<file path="config.mk">
export PLATFORM = sky130hd
export DESIGN_NAME = fetch_sequencer_flat
export DESIGN_NICKNAME = d
export VERILOG_FILES = /design/src/rtl/fetch_sequencer_pkg.sv /design/src/rtl/fetch_sequencer_if.sv /design/src/rtl/fetch_sequencer_redirect_target_latch.sv /design/src/rtl/fetch_sequencer.sv /design/src/flat_wrapper.sv
export SDC_FILE = /design/constraint.sdc
export NUM_CORES = 1
export LEC_CHECK = 0
export ABC_AREA = 0
export ABC_CLOCK_PERIOD_IN_PS = 1640
export BUFFER_PORTS_ARGS = -buffer_cell sky130_fd_sc_hd__buf_4
export CELL_PAD_IN_SITES_DETAIL_PLACEMENT = 1
export CELL_PAD_IN_SITES_GLOBAL_PLACEMENT = 1
export CORE_MARGIN = 5
export CORE_UTILIZATION = 35
export CTS_CLUSTER_SIZE = 12
export DETAILED_ROUTE_END_ITERATION = 10
export GPL_ROUTABILITY_DRIVEN = 0
export HOLD_SLACK_MARGIN = 0.08
export PLACE_DENSITY = 0.9
export SLEW_MARGIN = 10
export SYNTH_ARGS = -nofsm -noshare
export SYNTH_HDL_FRONTEND = slang
export SYNTH_SLANG_ARGS = --single-unit
</file>
<file path="constraint.sdc">
create_clock -name clk -period 1.64 [get_ports clk]
set_input_delay 0.082 -clock clk [delete_from_list [all_inputs] [get_ports clk]]
set_output_delay 0.082 -clock clk [all_outputs]
set_load 0.01 [all_outputs]
</file>
<file path="src/rtl/fetch_sequencer_pkg.sv">
// Shared definitions for the fetch sequencer: FSM state encodings, data
// width, reset PC and the target alignment helper.
package fetch_sequencer_pkg;

  localparam int XLEN = 32;

  // Address the ProgramCounter reloads on reset; the first fetch after boot
  // comes from here because nothing in this block drives pc_select in BOOT.
  localparam logic [XLEN-1:0] PC_RESET = 32'h0000_0000;

  typedef enum logic [1:0] {
    FS_BOOT        = 2'd0,
    FS_RUN         = 2'd1,
    FS_REDIR_WAIT  = 2'd2,
    FS_REDIR_ISSUE = 2'd3
  } fs_state_e;

  // Redirect targets are word aligned; the low two bits are always forced to 0.
  function automatic logic [XLEN-1:0] align_pc(input logic [XLEN-1:0] a);
    return a & {{(XLEN-2){1'b1}}, 2'b00};
  endfunction

endpackage

</file>
<file path="src/rtl/fetch_sequencer_if.sv">
// Fetch sequencer bundle: redirect sources and imem response in, PC control
// and fetch qualifiers out.
//   master : the sequencer (drives pc_* / flush / valid / state)
//   slave  : the surrounding pipeline (execute, CSR, decode, PC/imem)
interface fetch_sequencer_if;
  import fetch_sequencer_pkg::*;

  logic            imem_resp_valid;
  logic            hazard_stall;
  logic            ex_redirect;
  logic [XLEN-1:0] ex_target;
  logic            trap_redirect;
  logic [XLEN-1:0] trap_vector;
  logic            pc_stall;
  logic            pc_select;
  logic [XLEN-1:0] pc_target;
  logic            flush_fd;
  logic            fetch_valid;
  logic            imem_req_valid;
  logic [1:0]      state;

  modport master (
    input  imem_resp_valid, hazard_stall, ex_redirect, ex_target,
           trap_redirect, trap_vector,
    output pc_stall, pc_select, pc_target, flush_fd, fetch_valid,
           imem_req_valid, state
  );

  modport slave (
    output imem_resp_valid, hazard_stall, ex_redirect, ex_target,
           trap_redirect, trap_vector,
    input  pc_stall, pc_select, pc_target, flush_fd, fetch_valid,
           imem_req_valid, state
  );

endinterface

</file>
<file path="src/rtl/fetch_sequencer_redirect_target_latch.sv">
// Holds a redirect target while an imem access is still outstanding.
//   clk, reset_n : clock, async active-low reset (clears the target)
//   load_i       : capture target_i (also used for trap overwrite)
//   clear_i      : return to zero once the held target has been issued
//   target_i     : aligned target to capture
//   target_o     : held target
module redirect_target_latch
  import fetch_sequencer_pkg::*;
(
  input  logic            clk,
  input  logic            reset_n,
  input  logic            load_i,
  input  logic            clear_i,
  input  logic [XLEN-1:0] target_i,
  output logic [XLEN-1:0] target_o
);

  logic [XLEN-1:0] target_q, target_d;

  // A load wins over a clear so a trap landing on the clear cycle is kept.
  always_comb begin
    target_d = target_q;
    if (load_i)       target_d = target_i;
    else if (clear_i) target_d = '0;
  end

  always_ff @(posedge clk or negedge reset_n) begin
    if (!reset_n) target_q <= '0;
    else          target_q <= target_d;
  end

  assign target_o = target_q;

endmodule

</file>
<file path="src/rtl/fetch_sequencer.sv">
// Program counter / instruction fetch sequencer.
// Arbitrates redirects (trap over branch/jump), holds the PC for a boot
// window after reset, defers a redirect that arrives while an imem access is
// outstanding, and generates the fetch/decode flush and fetch-valid qualifiers.
//   clk, reset_n : clock, async active-low reset
//   fs (master)  : imem_resp_valid, hazard_stall, ex_redirect/ex_target,
//                  trap_redirect/trap_vector in; pc_stall, pc_select,
//                  pc_target, flush_fd, fetch_valid, imem_req_valid, state out
module fetch_sequencer
  import fetch_sequencer_pkg::*;
#(
  parameter int BOOT_CYCLES = 2
) (
  input  logic               clk,
  input  logic               reset_n,
  fetch_sequencer_if.master  fs
);

  localparam int CW = (BOOT_CYCLES > 1) ? $clog2(BOOT_CYCLES) : 1;

  fs_state_e       state_q, state_d;
  logic [CW-1:0]   boot_cnt_q, boot_cnt_d;
  logic            held_load, held_clear;
  logic [XLEN-1:0] held_din, held_target;

  logic            redir;
  logic [XLEN-1:0] redir_tgt;

  logic            pc_stall, pc_select, flush_fd, fetch_valid;
  logic [XLEN-1:0] pc_target;

  assign redir     = fs.trap_redirect | fs.ex_redirect;
  assign redir_tgt = align_pc(fs.trap_redirect ? fs.trap_vector : fs.ex_target);

  redirect_target_latch u_held (
    .clk      (clk),
    .reset_n  (reset_n),
    .load_i   (held_load),
    .clear_i  (held_clear),
    .target_i (held_din),
    .target_o (held_target)
  );

  always_comb begin
    state_d     = state_q;
    boot_cnt_d  = boot_cnt_q;
    pc_stall    = 1'b1;
    pc_select   = 1'b0;
    pc_target   = '0;
    flush_fd    = 1'b1;
    fetch_valid = 1'b0;
    held_load   = 1'b0;
    held_clear  = 1'b0;
    held_din    = redir_tgt;

    unique case (state_q)
      // Redirects are ignored here; the PC comes up from its own reset value.
      FS_BOOT: begin
        if (boot_cnt_q == CW'(BOOT_CYCLES - 1)) begin
          state_d    = FS_RUN;
          boot_cnt_d = '0;
        end else begin
          boot_cnt_d = boot_cnt_q + CW'(1);
        end
      end

      FS_RUN: begin
        if (redir && fs.imem_resp_valid) begin
          // Zero-latency redirect; also flushes any hazard-stalled instruction.
          pc_stall  = 1'b0;
          pc_select = 1'b1;
          pc_target = redir_tgt;
        end else if (redir) begin
          // Access in flight: park the target until the response drains.
          held_load = 1'b1;
          state_d   = FS_REDIR_WAIT;
        end else begin
          pc_stall    = fs.hazard_stall | ~fs.imem_resp_valid;
          flush_fd    = 1'b0;
          fetch_valid = fs.imem_resp_valid & ~fs.hazard_stall;
        end
      end

      // Branches here are shadow-path bubbles; only a trap may retarget.
      FS_REDIR_WAIT: begin
        held_load = fs.trap_redirect;
        held_din  = align_pc(fs.trap_vector);
        if (fs.imem_resp_valid) state_d = FS_REDIR_ISSUE;
      end

      FS_REDIR_ISSUE: begin
        pc_stall   = 1'b0;
        pc_select  = 1'b1;
        pc_target  = fs.trap_redirect ? align_pc(fs.trap_vector) : held_target;
        held_clear = 1'b1;
        state_d    = FS_RUN;
      end

      default: state_d = FS_BOOT;
    endcase
  end

  always_ff @(posedge clk or negedge reset_n) begin
    if (!reset_n) begin
      state_q    <= FS_BOOT;
      boot_cnt_q <= '0;
    end else begin
      state_q    <= state_d;
      boot_cnt_q <= boot_cnt_d;
    end
  end

  assign fs.pc_stall       = pc_stall;
  assign fs.pc_select      = pc_select;
  assign fs.pc_target      = pc_target;
  assign fs.flush_fd       = flush_fd;
  assign fs.fetch_valid    = fetch_valid;
  assign fs.imem_req_valid = ~pc_stall & (state_q != FS_BOOT);
  assign fs.state          = state_q;

endmodule

</file>
<file path="src/flat_wrapper.sv">
// flat-port wrapper written by rule: the top's interface ports become plain ports
module fetch_sequencer_flat import fetch_sequencer_pkg::*;
#(
  parameter int BOOT_CYCLES = 2
)
  (clk, reset_n, fs_imem_resp_valid, fs_hazard_stall, fs_ex_redirect, fs_ex_target, fs_trap_redirect, fs_trap_vector, fs_pc_stall, fs_pc_select, fs_pc_target, fs_flush_fd, fs_fetch_valid, fs_imem_req_valid, fs_state);
  fetch_sequencer_if fs_i ();
  input  logic clk;
  input  logic reset_n;
  input wire logic [$bits(fs_i.imem_resp_valid)-1:0] fs_imem_resp_valid;
  input wire logic [$bits(fs_i.hazard_stall)-1:0] fs_hazard_stall;
  input wire logic [$bits(fs_i.ex_redirect)-1:0] fs_ex_redirect;
  input wire logic [$bits(fs_i.ex_target)-1:0] fs_ex_target;
  input wire logic [$bits(fs_i.trap_redirect)-1:0] fs_trap_redirect;
  input wire logic [$bits(fs_i.trap_vector)-1:0] fs_trap_vector;
  output wire logic [$bits(fs_i.pc_stall)-1:0] fs_pc_stall;
  output wire logic [$bits(fs_i.pc_select)-1:0] fs_pc_select;
  output wire logic [$bits(fs_i.pc_target)-1:0] fs_pc_target;
  output wire logic [$bits(fs_i.flush_fd)-1:0] fs_flush_fd;
  output wire logic [$bits(fs_i.fetch_valid)-1:0] fs_fetch_valid;
  output wire logic [$bits(fs_i.imem_req_valid)-1:0] fs_imem_req_valid;
  output wire logic [$bits(fs_i.state)-1:0] fs_state;
  assign fs_i.imem_resp_valid = fs_imem_resp_valid;
  assign fs_i.hazard_stall = fs_hazard_stall;
  assign fs_i.ex_redirect = fs_ex_redirect;
  assign fs_i.ex_target = fs_ex_target;
  assign fs_i.trap_redirect = fs_trap_redirect;
  assign fs_i.trap_vector = fs_trap_vector;
  assign fs_pc_stall = fs_i.pc_stall;
  assign fs_pc_select = fs_i.pc_select;
  assign fs_pc_target = fs_i.pc_target;
  assign fs_flush_fd = fs_i.flush_fd;
  assign fs_fetch_valid = fs_i.fetch_valid;
  assign fs_imem_req_valid = fs_i.imem_req_valid;
  assign fs_state = fs_i.state;
  fetch_sequencer #(.BOOT_CYCLES(BOOT_CYCLES)) u_core (.clk(clk), .reset_n(reset_n), .fs(fs_i));
endmodule
</file>
==> summary.txt <==
Critical path
  – Setup Crit Path Kind: flip-flop to output port
  – Crit path max fanout: 12
  – Worst-path cell chain: ha_4 > nand2_4 > nor2_4 > buf_12 > nor2_4 > buf_12 > o22ai_1 > buf_4
  – Slowest library cell on the worst path: dfrtp_2
  – Startpoint types: flip-flop
  – Crit-path max cell delay: 0.44 ns
  – Crit. End Element: output port
  – CP bufs+invs: 3
  – Cell family with most CP delay: buffers and inverters
  – Req. time, crit path: 1.56 ns
  – Worst Path Arrival: 1.78 ns

Floorplanning
  – Die Wd: 95.23 microns
  – Starting Density: 35.43%
  – Height of the die: 95.23 microns
  – # IOs: 109
  – Core area: 0.007176 sq mm
  – Row count: 31
  – Die area: 0.009069 sq mm

Yosys
  – Count of cell types in the netlist: 26
  – Synth area leader: dfrtp_1
  – Post-synthesis xor/xnor area fraction: 0.3445%
  – Area contributors post-synth: dfrtp_1, mux2i_1, a22oi_1
  – Synth Area in Compound Gates: 17.57%
  – Adder-cell area share of the yosys netlist: 2.461%
  – Synth top area share: 32.48%
  – Post-Synth Simple-Gate Area: 15.11%
  – Largest family of logic cells by synthesized area: multiplexers
  – Synth Cell Area: 0.002542 sq mm
  – Multiplexer area fraction after synthesis: 24.46%
  – Yosys synthesis warning count: 0
  – Flops & latches, synth: 33
  – Syn avg cell area: 9.382 sq um
  – Post-Syn Instances: 271
  – Register area share after synthesis: 32.48%

GRT
  – Vias in the first global route: 2829
  – Global route overflow: 0
  – GRT Total Usage: 18.51%
  – Largest net degree at the start of global routing: 34
  – Number of antenna violations at the first check in global routing: 0
  – First-pass GRT wire length: 13290 microns

Cells and area
  – NumNets Final: 458
  – Area grow syn2layout: 55.56%
  – Layout cells sized above 1: 43.49%
  – Final instance area: 0.003955 sq mm
  – Ant diodes: 0

Outcome
  – Failing checks: setup timing
  – Status: finished with violations

STA
  – Count of pins over their slew limit: 0
  – Clk_skew: 0.006944 ns
  – Final Hold Viols: 0
  – Final worst-path cycle share: 113.8%
  – F_max: 535.9 MHz
  – RSZ-0062 raised after global routing: yes
  – Fin worst setup slack: -0.2261 ns
  – # setup viols final: 64
  – Final Critical Period: 1.866 ns
  – Final hold slack: 0.1019 ns

Drt
  – Drc violations: 0
  – Wire per inst: 18.73 microns
  – Antenna violation net count after detailed routing: 0
  – Final WL: 9046 microns
  – Via Count: 2557
  – Post-DR vias/cell: 5.294
  – Initial drt markers: 81
  – First-pass DRT Iterations: 4

Min path
  – Hold Crit Class: input port to flip-flop

Clocking
  – Worst-Skew Late Latency: 0.28 ns
  – CTS sink cnt: 33
  – CTS Buffer Depth: 2
  – CTS Buf Count: 5
  – H-tree Lvls: 2
  – CTS Root Cell: clkbuf_8
  – Clock Pin Slew Worst Setup and Hold Paths: 0.07 ns
  – TritonCTS clock tree: yes

Power and ir drop
  – Leak pwr: 1.771 nW
  – Maximum vdd ir drop: 621.5 uV
  – Power per standard cell area: 1577 mW/mm^2

Placement
  – Dpl hpwl: 6168 microns
  – DP Area: 0.003465 sq mm
  – Input/output buffers: 102

Flow run
  – Max cap viols: 0
## tightest hold or removal path: stages
cell and delay (ns):
buf_4 0.08, mux2i_1 0.05, mux2i_1 0.12
## power by group
| part | total (mW) | leakage (nW) | internal, mW | switching, mW |
|---|---|---|---|---|
| sequential | 1.22 | 0.435 | 1.06 | 0.162 |
| combinational | 4.22 | 1.28 | 2.23 | 1.99 |
| clock | 0.794 | 0.0585 | 0.496 | 0.298 |
| total | 6.24 | 1.77 | 3.79 | 2.45 |
## flip-flops by register name (all words and copies together), names as in the netlist
name and flops:
u_core.boot_cnt_q 1, u_core.fs.state 2, u_core.u_held.target_o 30
## metrics by stage
stage          cells  power (mW)  worst slack, ns  util [%]  setup TNS [ns]
6_report         483       6.237          -0.2261     55.12          -10.57
5_1_grt          483       6.574          -0.2975     55.12          -15.09
4_1_cts          474       5.635          -0.2142     51.61          -6.656
3_5_place_dp     463       4.596          -0.1203     48.28          -2.086
3_3_place_gp     463       4.450         -0.06721     48.28         -0.3638
2_1_floorplan    272       3.278          0.08084         -               0
## cells by family after synthesis
logic type,count (synthesis)
and+or+nand+nor,74
DFF,33
AOI/OAI and AO/OA,63
xor gates and xnor gates,1
adders and majority gates,5
other,1
buffers and inverters,32
muxes,62
## area by class of cell
cell class                      instances  area (sq um)
Clock inverter                          1         30.03
Tap cell                               99         123.9
Inverter                                4         18.77
Sequential cell                        33         827.0
Fill cell                             820          3221
Timing Repair Buffer                  132          1187
Multi-Input combinational cell        207          1682
Clock buffer                            7         86.33
## Yosys cell counts
master,instances
buf_2,1
clkbuf_4,2
nand3_1,1
nand2_1,33
dfrtp_1,33
nand2b_1,31
conb_1,1
a31oi_1,1
clkbuf_1,12
a22oi_1,30
mux2i_1,61
mux2_2,1
o211ai_2,1
buf_4,10
nor2_1,2
nor2b_1,2
xor2_1,1
ha_1,5
o22ai_1,30
inv_1,4
o2111ai_2,1
nor2_2,1
buf_6,3
nor2_4,2
nand2_2,1
nor4_1,1
## routing by layer
metal	GRT usage (%)	part of all wire, %
met5	0	0
met4	4.447	1.3
met3	3.552	3.9
met2	35.51	53
met1	20.75	41
## timing repair
action                                  in CTS  in global routing
pin swaps                                    3                  7
buffers inserted                             2                  4
endpoints found under the hold margin       33                  0
cloned                                       0                  5
endpoints found under the setup margin      63                 66
hold buffers                                 1                  0
gates resized for setup                     23                 19
## final timing paths
check | end | cells past startpoint | startpoint | slack, ns
worst max-delay path | fs_pc_target[18] | 8 | u_core.fs.state[0] | -0.23
worst min register to register | u_core.boot_cnt_q | 1 | u_core.boot_cnt_q | 0.49
worst max register to register | u_core.u_held.target_o[10] | 8 | u_core.fs.state[0] | -0.17
worst min-delay path | u_core.u_held.target_o[17] | 3 | fs_trap_vector[17] | 0.10
max in group asynchronous | u_core.fs.state[0] | 2 | reset_n | 1.00
min in group asynchronous | u_core.u_held.target_o[26] | 2 | reset_n | 0.29
## cells in the final DEF (no fill, tap or decap), drive strengths merged, types with 2 or more instances in the layout
| master | synthesis | routed |
|---|---|---|
| buf | 14 | 127 |
| mux2i | 61 | 61 |
| nand2 | 34 | 34 |
| dfrtp | 33 | 33 |
| nand2b | 31 | 31 |
| o22ai | 30 | 30 |
| a22oi | 30 | 30 |
| clkbuf | 14 | 11 |
| nor2 | 5 | 5 |
| ha | 5 | 5 |
| inv | 4 | 3 |
| conb | 1 | 2 |
| nor2b | 2 | 2 |
Power figures use the tool's default switching activity.
